File: config.mk
export PLATFORM = sky130hd
export DESIGN_NAME = hub75_rx
export DESIGN_NICKNAME = d
export VERILOG_FILES = /design/src/rtl/hub75_pkg.sv /design/src/rtl/hub75_rx_sync.sv /design/src/rtl/hub75_rx.sv
export SDC_FILE = /design/constraint.sdc
export NUM_CORES = 1
export LEC_CHECK = 0
export ABC_AREA = 1
export CORE_MARGIN = 2
export CORE_UTILIZATION = 50
export CTS_BUF_LIST = sky130_fd_sc_hd__clkbuf_4 sky130_fd_sc_hd__clkbuf_8 sky130_fd_sc_hd__clkbuf_16
export DETAILED_ROUTE_END_ITERATION = 8
export DONT_BUFFER_PORTS = 1
export SLEW_MARGIN = 10
export SYNTH_ARGS = -nofsm -noshare
export SYNTH_HDL_FRONTEND = slang
export SYNTH_SLANG_ARGS = --single-unit
File: constraint.sdc
create_clock -name clk -period 1.7 [get_ports clk]
set_clock_uncertainty 0.05 [all_clocks]
set_input_delay 0.255 -clock clk [delete_from_list [all_inputs] [get_ports clk]]
set_output_delay 0.255 -clock clk [all_outputs]
set_load 0.01 [all_outputs]
File: src/rtl/hub75_pkg.sv
// Shared HUB75 constants and line-buffer address layout, used by both the
// panel-side shifter and the receive front end (hub75_rx).
package hub75_pkg;

    localparam int N_BANKS  = 2;
    localparam int N_ROWS   = 32;
    localparam int N_COLS   = 64;
    localparam int N_CHANS  = 3;
    localparam int N_PLANES = 8;

    localparam int SDW          = N_BANKS * N_CHANS;
    localparam int LOG_N_ROWS   = $clog2(N_ROWS);
    localparam int LOG_N_COLS   = $clog2(N_COLS);
    localparam int LOG_N_PLANES = $clog2(N_PLANES);

    // Line-buffer write address: buffer select sits above the column index.
    localparam int WR_ADDR_W   = 1 + LOG_N_COLS;
    localparam int BUF_SEL_BIT = LOG_N_COLS;

    typedef logic [WR_ADDR_W-1:0]    wr_addr_t;
    typedef logic [LOG_N_COLS:0]     col_cnt_t;
    typedef logic [LOG_N_PLANES-1:0] plane_t;
    typedef logic [LOG_N_ROWS-1:0]   row_t;
    typedef logic [SDW-1:0]          sdata_t;

    function automatic wr_addr_t make_wr_addr(input logic buf_sel, input logic [LOG_N_COLS-1:0] col);
        return {buf_sel, col};
    endfunction

endpackage

File: src/rtl/hub75_rx_sync.sv
// HUB75 input stage: resynchronizes the bus and detects rising phy_clk/phy_le.
// Define HUB75_RX_SYNC_EN for a two-flop synchronizer (latency 3 instead of 2).
module hub75_rx_sync
    import hub75_pkg::*;
(
    input  logic   clk,
    input  logic   rst,
    input  sdata_t phy_data_i,
    input  logic   phy_clk_i,
    input  logic   phy_le_i,
    input  row_t   phy_addr_i,
    output sdata_t data_o,
    output row_t   addr_o,
    output logic   shift_o,
    output logic   latch_o
);

    localparam int BW = SDW + LOG_N_ROWS + 2;

    // All bus bits travel together so data/address line up with the strobes.
    logic [BW-1:0] bus_w;
    logic [BW-1:0] stage_q;
    logic [1:0]    prev_q;

    assign bus_w = {phy_clk_i, phy_le_i, phy_addr_i, phy_data_i};

`ifdef HUB75_RX_SYNC_EN
    logic [BW-1:0] meta_q;

    always_ff @(posedge clk or posedge rst) begin
        if (rst) begin
            meta_q  <= '0;
            stage_q <= '0;
            prev_q  <= '0;
        end else begin
            meta_q  <= bus_w;
            stage_q <= meta_q;
            prev_q  <= stage_q[BW-1 -: 2];
        end
    end
`else
    always_ff @(posedge clk or posedge rst) begin
        if (rst) begin
            stage_q <= '0;
            prev_q  <= '0;
        end else begin
            stage_q <= bus_w;
            prev_q  <= stage_q[BW-1 -: 2];
        end
    end
`endif

    assign data_o  = stage_q[SDW-1:0];
    assign addr_o  = stage_q[SDW +: LOG_N_ROWS];
    assign shift_o = stage_q[BW-1] & ~prev_q[1];
    assign latch_o = stage_q[BW-2] & ~prev_q[0];

endmodule

File: src/rtl/hub75_rx.sv
// HUB75 receive front end: deserializes shifted lines into a ping-pong line
// buffer and announces each latched line. Option macro: HUB75_RX_SYNC_EN.
module hub75_rx
    import hub75_pkg::*;
(
    input  logic                    clk,
    input  logic                    rst,
    input  logic [SDW-1:0]          phy_data,
    input  logic                    phy_clk,
    input  logic                    phy_le,
    input  logic [LOG_N_ROWS-1:0]   phy_addr,
    output logic [SDW-1:0]          ram_wr_data,
    output logic [LOG_N_COLS:0]     ram_wr_addr,
    output logic                    ram_wr_en,
    output logic                    line_stb,
    output logic                    line_buf,
    output logic [LOG_N_ROWS-1:0]   line_row,
    output logic [LOG_N_PLANES-1:0] line_plane,
    output logic                    line_err
);

    localparam col_cnt_t COL_END   = col_cnt_t'(N_COLS);
    localparam col_cnt_t COL_ONE   = col_cnt_t'(1);
    localparam plane_t   PLANE_MAX = plane_t'(N_PLANES - 1);
    localparam plane_t   PLANE_ONE = plane_t'(1);

    sdata_t sync_data;
    row_t   sync_addr;
    logic   shift_ev, latch_ev;

    hub75_rx_sync u_sync (
        .clk        (clk),
        .rst        (rst),
        .phy_data_i (phy_data),
        .phy_clk_i  (phy_clk),
        .phy_le_i   (phy_le),
        .phy_addr_i (phy_addr),
        .data_o     (sync_data),
        .addr_o     (sync_addr),
        .shift_o    (shift_ev),
        .latch_o    (latch_ev)
    );

    col_cnt_t col_q, col_d;
    logic     ovf_q, ovf_d;
    logic     buf_sel_q, buf_sel_d;
    logic     has_row_q, has_row_d;
    sdata_t   wr_data_q, wr_data_d;
    wr_addr_t wr_addr_q, wr_addr_d;
    logic     wr_en_q, wr_en_d;
    logic     stb_q, stb_d;
    logic     line_buf_q, line_buf_d;
    row_t     line_row_q, line_row_d;
    plane_t   line_plane_q, line_plane_d;
    logic     line_err_q, line_err_d;

    // The shift is applied before the latch so a same-cycle shift counts toward the line.
    always_comb begin
        col_d        = col_q;
        ovf_d        = ovf_q;
        buf_sel_d    = buf_sel_q;
        has_row_d    = has_row_q;
        wr_data_d    = wr_data_q;
        wr_addr_d    = wr_addr_q;
        wr_en_d      = 1'b0;
        stb_d        = 1'b0;
        line_buf_d   = line_buf_q;
        line_row_d   = line_row_q;
        line_plane_d = line_plane_q;
        line_err_d   = line_err_q;

        if (shift_ev) begin
            if (col_q < COL_END) begin
                wr_en_d   = 1'b1;
                wr_data_d = sync_data;
                wr_addr_d = make_wr_addr(buf_sel_q, col_q[LOG_N_COLS-1:0]);
                col_d     = col_q + COL_ONE;
            end else begin
                ovf_d = 1'b1;
            end
        end

        if (latch_ev) begin
            stb_d      = 1'b1;
            line_buf_d = buf_sel_q;
            line_row_d = sync_addr;
            line_err_d = ovf_d | (col_d != COL_END);
            // line_row_q/line_plane_q double as the previously latched row and plane.
            if (!has_row_q || (sync_addr != line_row_q)) begin
                line_plane_d = '0;
            end else if (line_plane_q != PLANE_MAX) begin
                line_plane_d = line_plane_q + PLANE_ONE;
            end
            has_row_d = 1'b1;
            col_d     = '0;
            ovf_d     = 1'b0;
            buf_sel_d = ~buf_sel_q;
        end
    end

    always_ff @(posedge clk or posedge rst) begin
        if (rst) begin
            col_q        <= '0;
            ovf_q        <= 1'b0;
            buf_sel_q    <= 1'b0;
            has_row_q    <= 1'b0;
            wr_data_q    <= '0;
            wr_addr_q    <= '0;
            wr_en_q      <= 1'b0;
            stb_q        <= 1'b0;
            line_buf_q   <= 1'b0;
            line_row_q   <= '0;
            line_plane_q <= '0;
            line_err_q   <= 1'b0;
        end else begin
            col_q        <= col_d;
            ovf_q        <= ovf_d;
            buf_sel_q    <= buf_sel_d;
            has_row_q    <= has_row_d;
            wr_data_q    <= wr_data_d;
            wr_addr_q    <= wr_addr_d;
            wr_en_q      <= wr_en_d;
            stb_q        <= stb_d;
            line_buf_q   <= line_buf_d;
            line_row_q   <= line_row_d;
            line_plane_q <= line_plane_d;
            line_err_q   <= line_err_d;
        end
    end

    assign ram_wr_data = wr_data_q;
    assign ram_wr_addr = wr_addr_q;
    assign ram_wr_en   = wr_en_q;
    assign line_stb    = stb_q;
    assign line_buf    = line_buf_q;
    assign line_row    = line_row_q;
    assign line_plane  = line_plane_q;
    assign line_err    = line_err_q;

endmodule
==> results.md, run 1 <==
* Rel. slew slack at 68.6%
* Most frequent cells in the layout: nand2_1, dfrtp_1, inv_1, nor2_1, dlygate4sd3_1
* HPWL after detailed placement at 2540 µm
* CTS buffer count at 5
* Core Box Area at 0.00374 mm²
* Slew Viols, Final at 0
* VDD IR max at 0.617 mV
* Postcts setup bufs at 0
* Final setup viols at 0
* Worst path arrival time at 1.62 ns
* Yosys reg bits at 50
* Starting Density at 53.4%
* Via density at 4.81
* Wirelength, routed at 3470 µm
* Placed Cells at 257
* Worst Hold Path Cells at 0
* CP max-delay cell: dfrtp_1
* Pre-Repair DR Iteration Count at 4
* Worst r2r path cells at 10
* Finished Layout Cells at 279
* Worst skew pair latency at 0.30 ns
* Reg area at 0.00125 mm²
* RR Endpoint: line_err
* Buf/Inv on CP at 1
* Vias in the first global route at 1347
* Top-level I/O count at 40
* Asr flop ratio synth at 100%
* Average wire per standard cell at 12.5 µm
* Final worst path period share at 86.3%
* Crit path max fanout at 5
* First-pass GRT wire length at 5770 µm
* Die Area at 0.00452 mm²
* Min-Delay Path Class: reg2reg
* Unrepaired setup endpoints after global routing: false
* Row count at 22
* Clock tree buffer depth at 2
* Critical-path cell list: ha_1 -> inv_1 -> nor2_2 -> nand2_1 -> nand2_1 -> nand2_1 -> nor2_1 -> nand2_1 -> nor2_1 -> nor2_1
* Fin nets at 248
* H-tree lvl count at 2
* Crit path required time at 1.85 ns
* Setup Crit Path Kind: reg2reg
* Syn avg cell area at 9.48 µm²
* Critical hold path startpoint: u_sync.stage_q[11]
* Port-buffer cells at 0
* Post-synth net total at 229
* Die height at 67.2 µm
* Setup TNS at 0 ns
* Routed Antenna Nets at 0
* Commonest non-fill, non-tap cell in the layout: nand2_1
* First DRT Iteration DRCs at 105
* All-Layer GR Usage at 17.2%
* Critical path's most frequent cell: nand2_1
* Hold EP: u_sync.prev_q[0]
* Power per cell area at 1020 mW/mm²
* Ys Warns at 0
* Critical R2R Launch: col_q[0]
* F_max at 0.682 GHz
* Max-cap check violation count at 0
* Crit-path leading delay family: simple AND/OR/NAND/NOR gates
* Final worst path period need at 1.47 ns
* Root buffer cell: clkbuf_8
* # DRC at 0
* Synth top area share at 62.6%
* Layout cells sized above 1 at 10.8%
* EDFF count, synth at 0
* Cell type with the largest total area after synthesis: dfrtp_1
* Die width at 67.2 µm
* Dominant synthesized flop cell: dfrtp_1
* Crit-path max cell delay at 0.42 ns
* GR Overflow Total at 0
* CTS tree: yes
* Antenna fix cells at 0
* Netlist Area Pre-Place at 0.00200 mm²
* Sink Count at 50
* Slew @ Worst Pin at 0.471 ns
* Gate Count Post-Synth at 211
* Reg2reg setup slack at 0.23 ns
* Initial antenna violation count at 0
* Vias at 1342
* Post-synth cell types at 21
* Static leakage at 1.16 nW
* Status: finished, final reports clean
* Startpoint types: register
* Sequential fraction of the synthesis area at 62.6%
* Top cells by area, synth: dfrtp_1, nand2_1, inv_1, o21ai_1, nor2_1
* Routability cong. at 0.820
* Hold Vio Cnt, Final at 0
* Area Overhead vs Synth at 15.0%
* Fill count at 340
* Multi-input logic area at 611 µm²
* Critical Path End Type: register
* Worst-path clk slew at 0.09 ns
* Largest net degree at the start of global routing at 29
repair_timing:
item | in CTS | in global routing
hold buffers | 14 | 0
gates resized for setup | 0 | 0
endpoints found under the setup margin | 0 | 0
hold endpoints to repair | 35 | 0
layout make-up:
| cell class | instances | area share, % |
|---|---|---|
| clock buffer | 6 | 3.59 |
| clock inverter | 2 | 0.762 |
| inverter | 25 | 4.08 |
| multi-input combinational | 130 | 26.6 |
| sequential | 50 | 54.4 |
| tap | 48 | 2.61 |
| timing repair buffer | 18 | 7.95 |
worst max path at each step:
stage              from  depth (start not counted)  slack (ns)         to
2_1_floorplan       rst                          1        0.19  buf_sel_q
3_3_place_gp   col_q[6]                          8        0.29   line_err
3_5_place_dp   col_q[0]                         10        0.25   line_err
4_1_cts        col_q[0]                         10        0.24   line_err
5_1_grt        col_q[0]                         10        0.08   line_err
6_report       col_q[0]                         10        0.23   line_err
layer usage:
metal | up-vias | part of all wire, % | global-route usage, %
met1 | 622 | 44 | 21.2
li1 | 683 | - | -
met4 | 0 | 1.3 | 6.12
met3 | 7 | 4.4 | 4.67
met2 | 30 | 50 | 29.1
met5 | - | 0 | 0
per-stage QoR:
stage	setup slack [ns]	hold WS, ns	utilization, %	area (µm²)	total power, mW
after floorplan	0.194	0.236	-	2000	1.57
after global placement	0.285	0.125	55.0	2060	1.63
after detailed placement	0.255	0.133	55.0	2060	1.64
after CTS	0.235	0.341	61.4	2300	2.38
after global routing	0.0760	0.349	61.4	2300	2.47
final	0.233	0.336	61.4	2300	2.35
state kept, by name, summed over array words and instances, names as in the netlist:
signal / flops
u_sync.stage_q: 13
col_q: 7
ram_wr_addr: 7
ram_wr_data: 6
line_row: 5
line_plane: 3
u_sync.prev_q: 2
buf_sel_q: 1
has_row_q: 1
line_buf: 1
line_err: 1
line_stb: 1
ovf_q: 1
ram_wr_en: 1
cell usage after synthesis, types with 2 or more instances:
cell type	instances
ha_1	3
a21oi_1	5
nand3_2	3
buf_4	2
nand4_1	5
xnor2_1	3
nand2_2	3
buf_2	2
nand2_1	72
dfrtp_1	50
or2_0	2
nand3_1	5
inv_2	4
inv_1	20
o21ai_1	12
nor2_1	15
logic make-up (layout without fill, tap and decap cells):
kind of cell               after synthesis  in the layout  share of synthesized area (%)
adders and majority gates                3              3                           1.88
DFF                                     50             50                           62.6
xor gates and xnor gates                 3              3                           1.31
buffers and inverters                   31             51                           6.88
and+or+nand+nor                        107            107                           23.1
AOI/OAI and AO/OA                       17             17                           4.26
power breakdown:
part | total [mW] | switching [mW] | internal (mW) | leakage (nW)
combinational | 0.230 | 0.132 | 0.0984 | 0.482
sequential | 1.41 | 0.114 | 1.29 | 0.623
clock | 0.713 | 0.379 | 0.335 | 0.0514
Power figures use the tool's default switching activity.
==> run 2: changes to the inputs <==
- MAX_ROUTING_LAYER: not set -> met4
- clock period: 1.7 -> 1.5 ns (I/O delays scaled with it)
==> results.md, run 2 (same netlist as run 1, synthesis figures left out) <==
* Status: finished, final reports clean
* Layout cells sized above 1 at 12.9%
* Die Area at 0.00452 mm²
* # DRC at 0
* Die width at 67.2 µm
* Clock tree buffer depth at 2
* Core Util, Final at 62.4%
* VDD IR max at 0.752 mV
* Root buffer cell: clkbuf_8
* GR met3 Demand/Resource at 4.83%
* Vias at 1394
* Worst path arrival time at 1.54 ns
* Worst skew pair latency at 0.30 ns
* F_max at 0.717 GHz
* Crit path max fanout at 8
* Wirelength, routed at 3640 µm
* Final setup viols at 0
* Worst r2r path cells at 8
* Area Overhead vs Synth at 16.8%
* RR Endpoint: line_err
* Core Box Area at 0.00374 mm²
* Hold Vio Cnt, Final at 0
* Starting Density at 53.4%
* Rel. slew slack at 80.9%
* CTS tree: yes
* HPWL after detailed placement at 2470 µm
* Worst-path clk slew at 0.08 ns
* Vias in the first global route at 1423
* Power per cell area at 1190 mW/mm²
* Slew @ Worst Pin at 0.286 ns
* Startpoint types: register
* Initial antenna violation count at 0
* Average wire per standard cell at 13.0 µm
* Largest Register: u_sync.stage_q
* Fin nets at 250
* Sink Count at 50
* GR Util met2 at 30.4%
* GR Overflow Total at 0
* Largest net degree at the start of global routing at 51
* Worst Setup EP: line_err
* Final worst path period need at 1.39 ns
* Busiest layer in global routing: met2
* Via density at 4.98
* Critical R2R Launch: col_q[6]
* Pre-Repair DR Iteration Count at 4
* First-pass GRT wire length at 6150 µm
* Static leakage at 1.17 nW
* Crit path required time at 1.65 ns
* Unrepaired setup endpoints after global routing: true
* Top-level I/O count at 40
* CTS buffer count at 5
* All-Layer GR Usage at 19.1%
* H-tree lvl count at 2
* Slew Viols, Final at 0
* Met1 Track Usage GR at 22.7%
* Routability cong. at 0.880
* Routed Antenna Nets at 0
* Setup Crit Path Kind: reg2reg
* Min-Delay Path Class: reg2reg
* First DRT Iteration DRCs at 147
* Row count at 22
* Crit path launch: col_q[6]
* Total power draw at 2.79 mW
* Reg2reg setup slack at 0.11 ns
* Max reg flops at 13
* Critical Path End Type: register
* Max-cap check violation count at 0
* Final worst path period share at 93.0%
* Port-buffer cells at 0
* Commonest non-fill, non-tap cell in the layout: nand2_1
* Most frequent cells in the layout: nand2_1, dfrtp_1, inv_1, nor2_1, dlygate4sd3_1
* Antenna fix cells at 0
* Die height at 67.2 µm
-- run 2: cell count changes in the layout (fill, tap and decap cells not counted), sizes merged --
cell	previous run	this run
clkinv	3	2
clkbuf	6	5
bufinv	0	1
buf	4	6
-- run 2: critical path: stages, from the launching register on --
cell and delay, ns:
dfrtp_1 0.45, inv_2 0.11, nand3_2 0.17, nor2_1 0.13
nand2_1 0.07, nand2_2 0.09, nand3_2 0.08, nor2_1 0.11
nor2_1 0.05
-- run 2: cell type report --
type | count | area [µm²]
Clock buffer | 5 | 68.8
Clock inverter | 2 | 38.8
Fill cell | 321 | 1410
Inverter | 25 | 93.8
Multi-Input combinational cell | 130 | 623
Sequential cell | 50 | 1250
Tap cell | 48 | 60.1
Timing Repair Buffer | 20 | 198
-- run 2: layer usage --
metal | vias up | share of wire [%]
met5 | - | 0
li1 | 685 | -
met3 | 9 | 4.6
met2 | 35 | 50
met4 | 0 | 2.0
met1 | 665 | 43
-- run 2: power by group --
group          total (mW)  internal [mW]  switching (mW)
registers            1.60           1.46           0.133
logic               0.277          0.120           0.157
clock network       0.914          0.490           0.424
total                2.79           2.07           0.714
-- run 2: metrics by stage --
stage | area, µm² | hold WS (ns) | setup slack (ns) | std cells | setup TNS [ns]
2_1_floorplan | 2000 | 0.206 | 0.0238 | 211 | 0
3_3_place_gp | 2060 | 0.118 | 0.117 | 257 | 0
3_5_place_dp | 2060 | 0.127 | 0.0655 | 257 | 0
4_1_cts | 2310 | 0.356 | 0.0329 | 278 | 0
5_1_grt | 2330 | 0.367 | -0.0549 | 280 | -0.0549
6_report | 2330 | 0.351 | 0.105 | 280 | 0
-- run 2: worst min-delay path by stage --
stage | endpoint | start | cells after the start
finish | u_sync.prev_q[0] | u_sync.stage_q[11] | 0
global route | u_sync.prev_q[0] | u_sync.stage_q[11] | 0
CTS | u_sync.prev_q[0] | u_sync.stage_q[11] | 0
detailed placement | line_row[3] | rst | 2
global placement | u_sync.stage_q[11] | rst | 2
floorplan | u_sync.stage_q[0] | phy_data[0] | 0
-- run 2: what timing repair did --
item / CTS / global route
hold buffers: 14 / 0
setup buffers: 0 / 2
gates resized for setup: 0 / 5
endpoints found under the setup margin: 0 / 4
hold endpoints to repair: 63 / 0
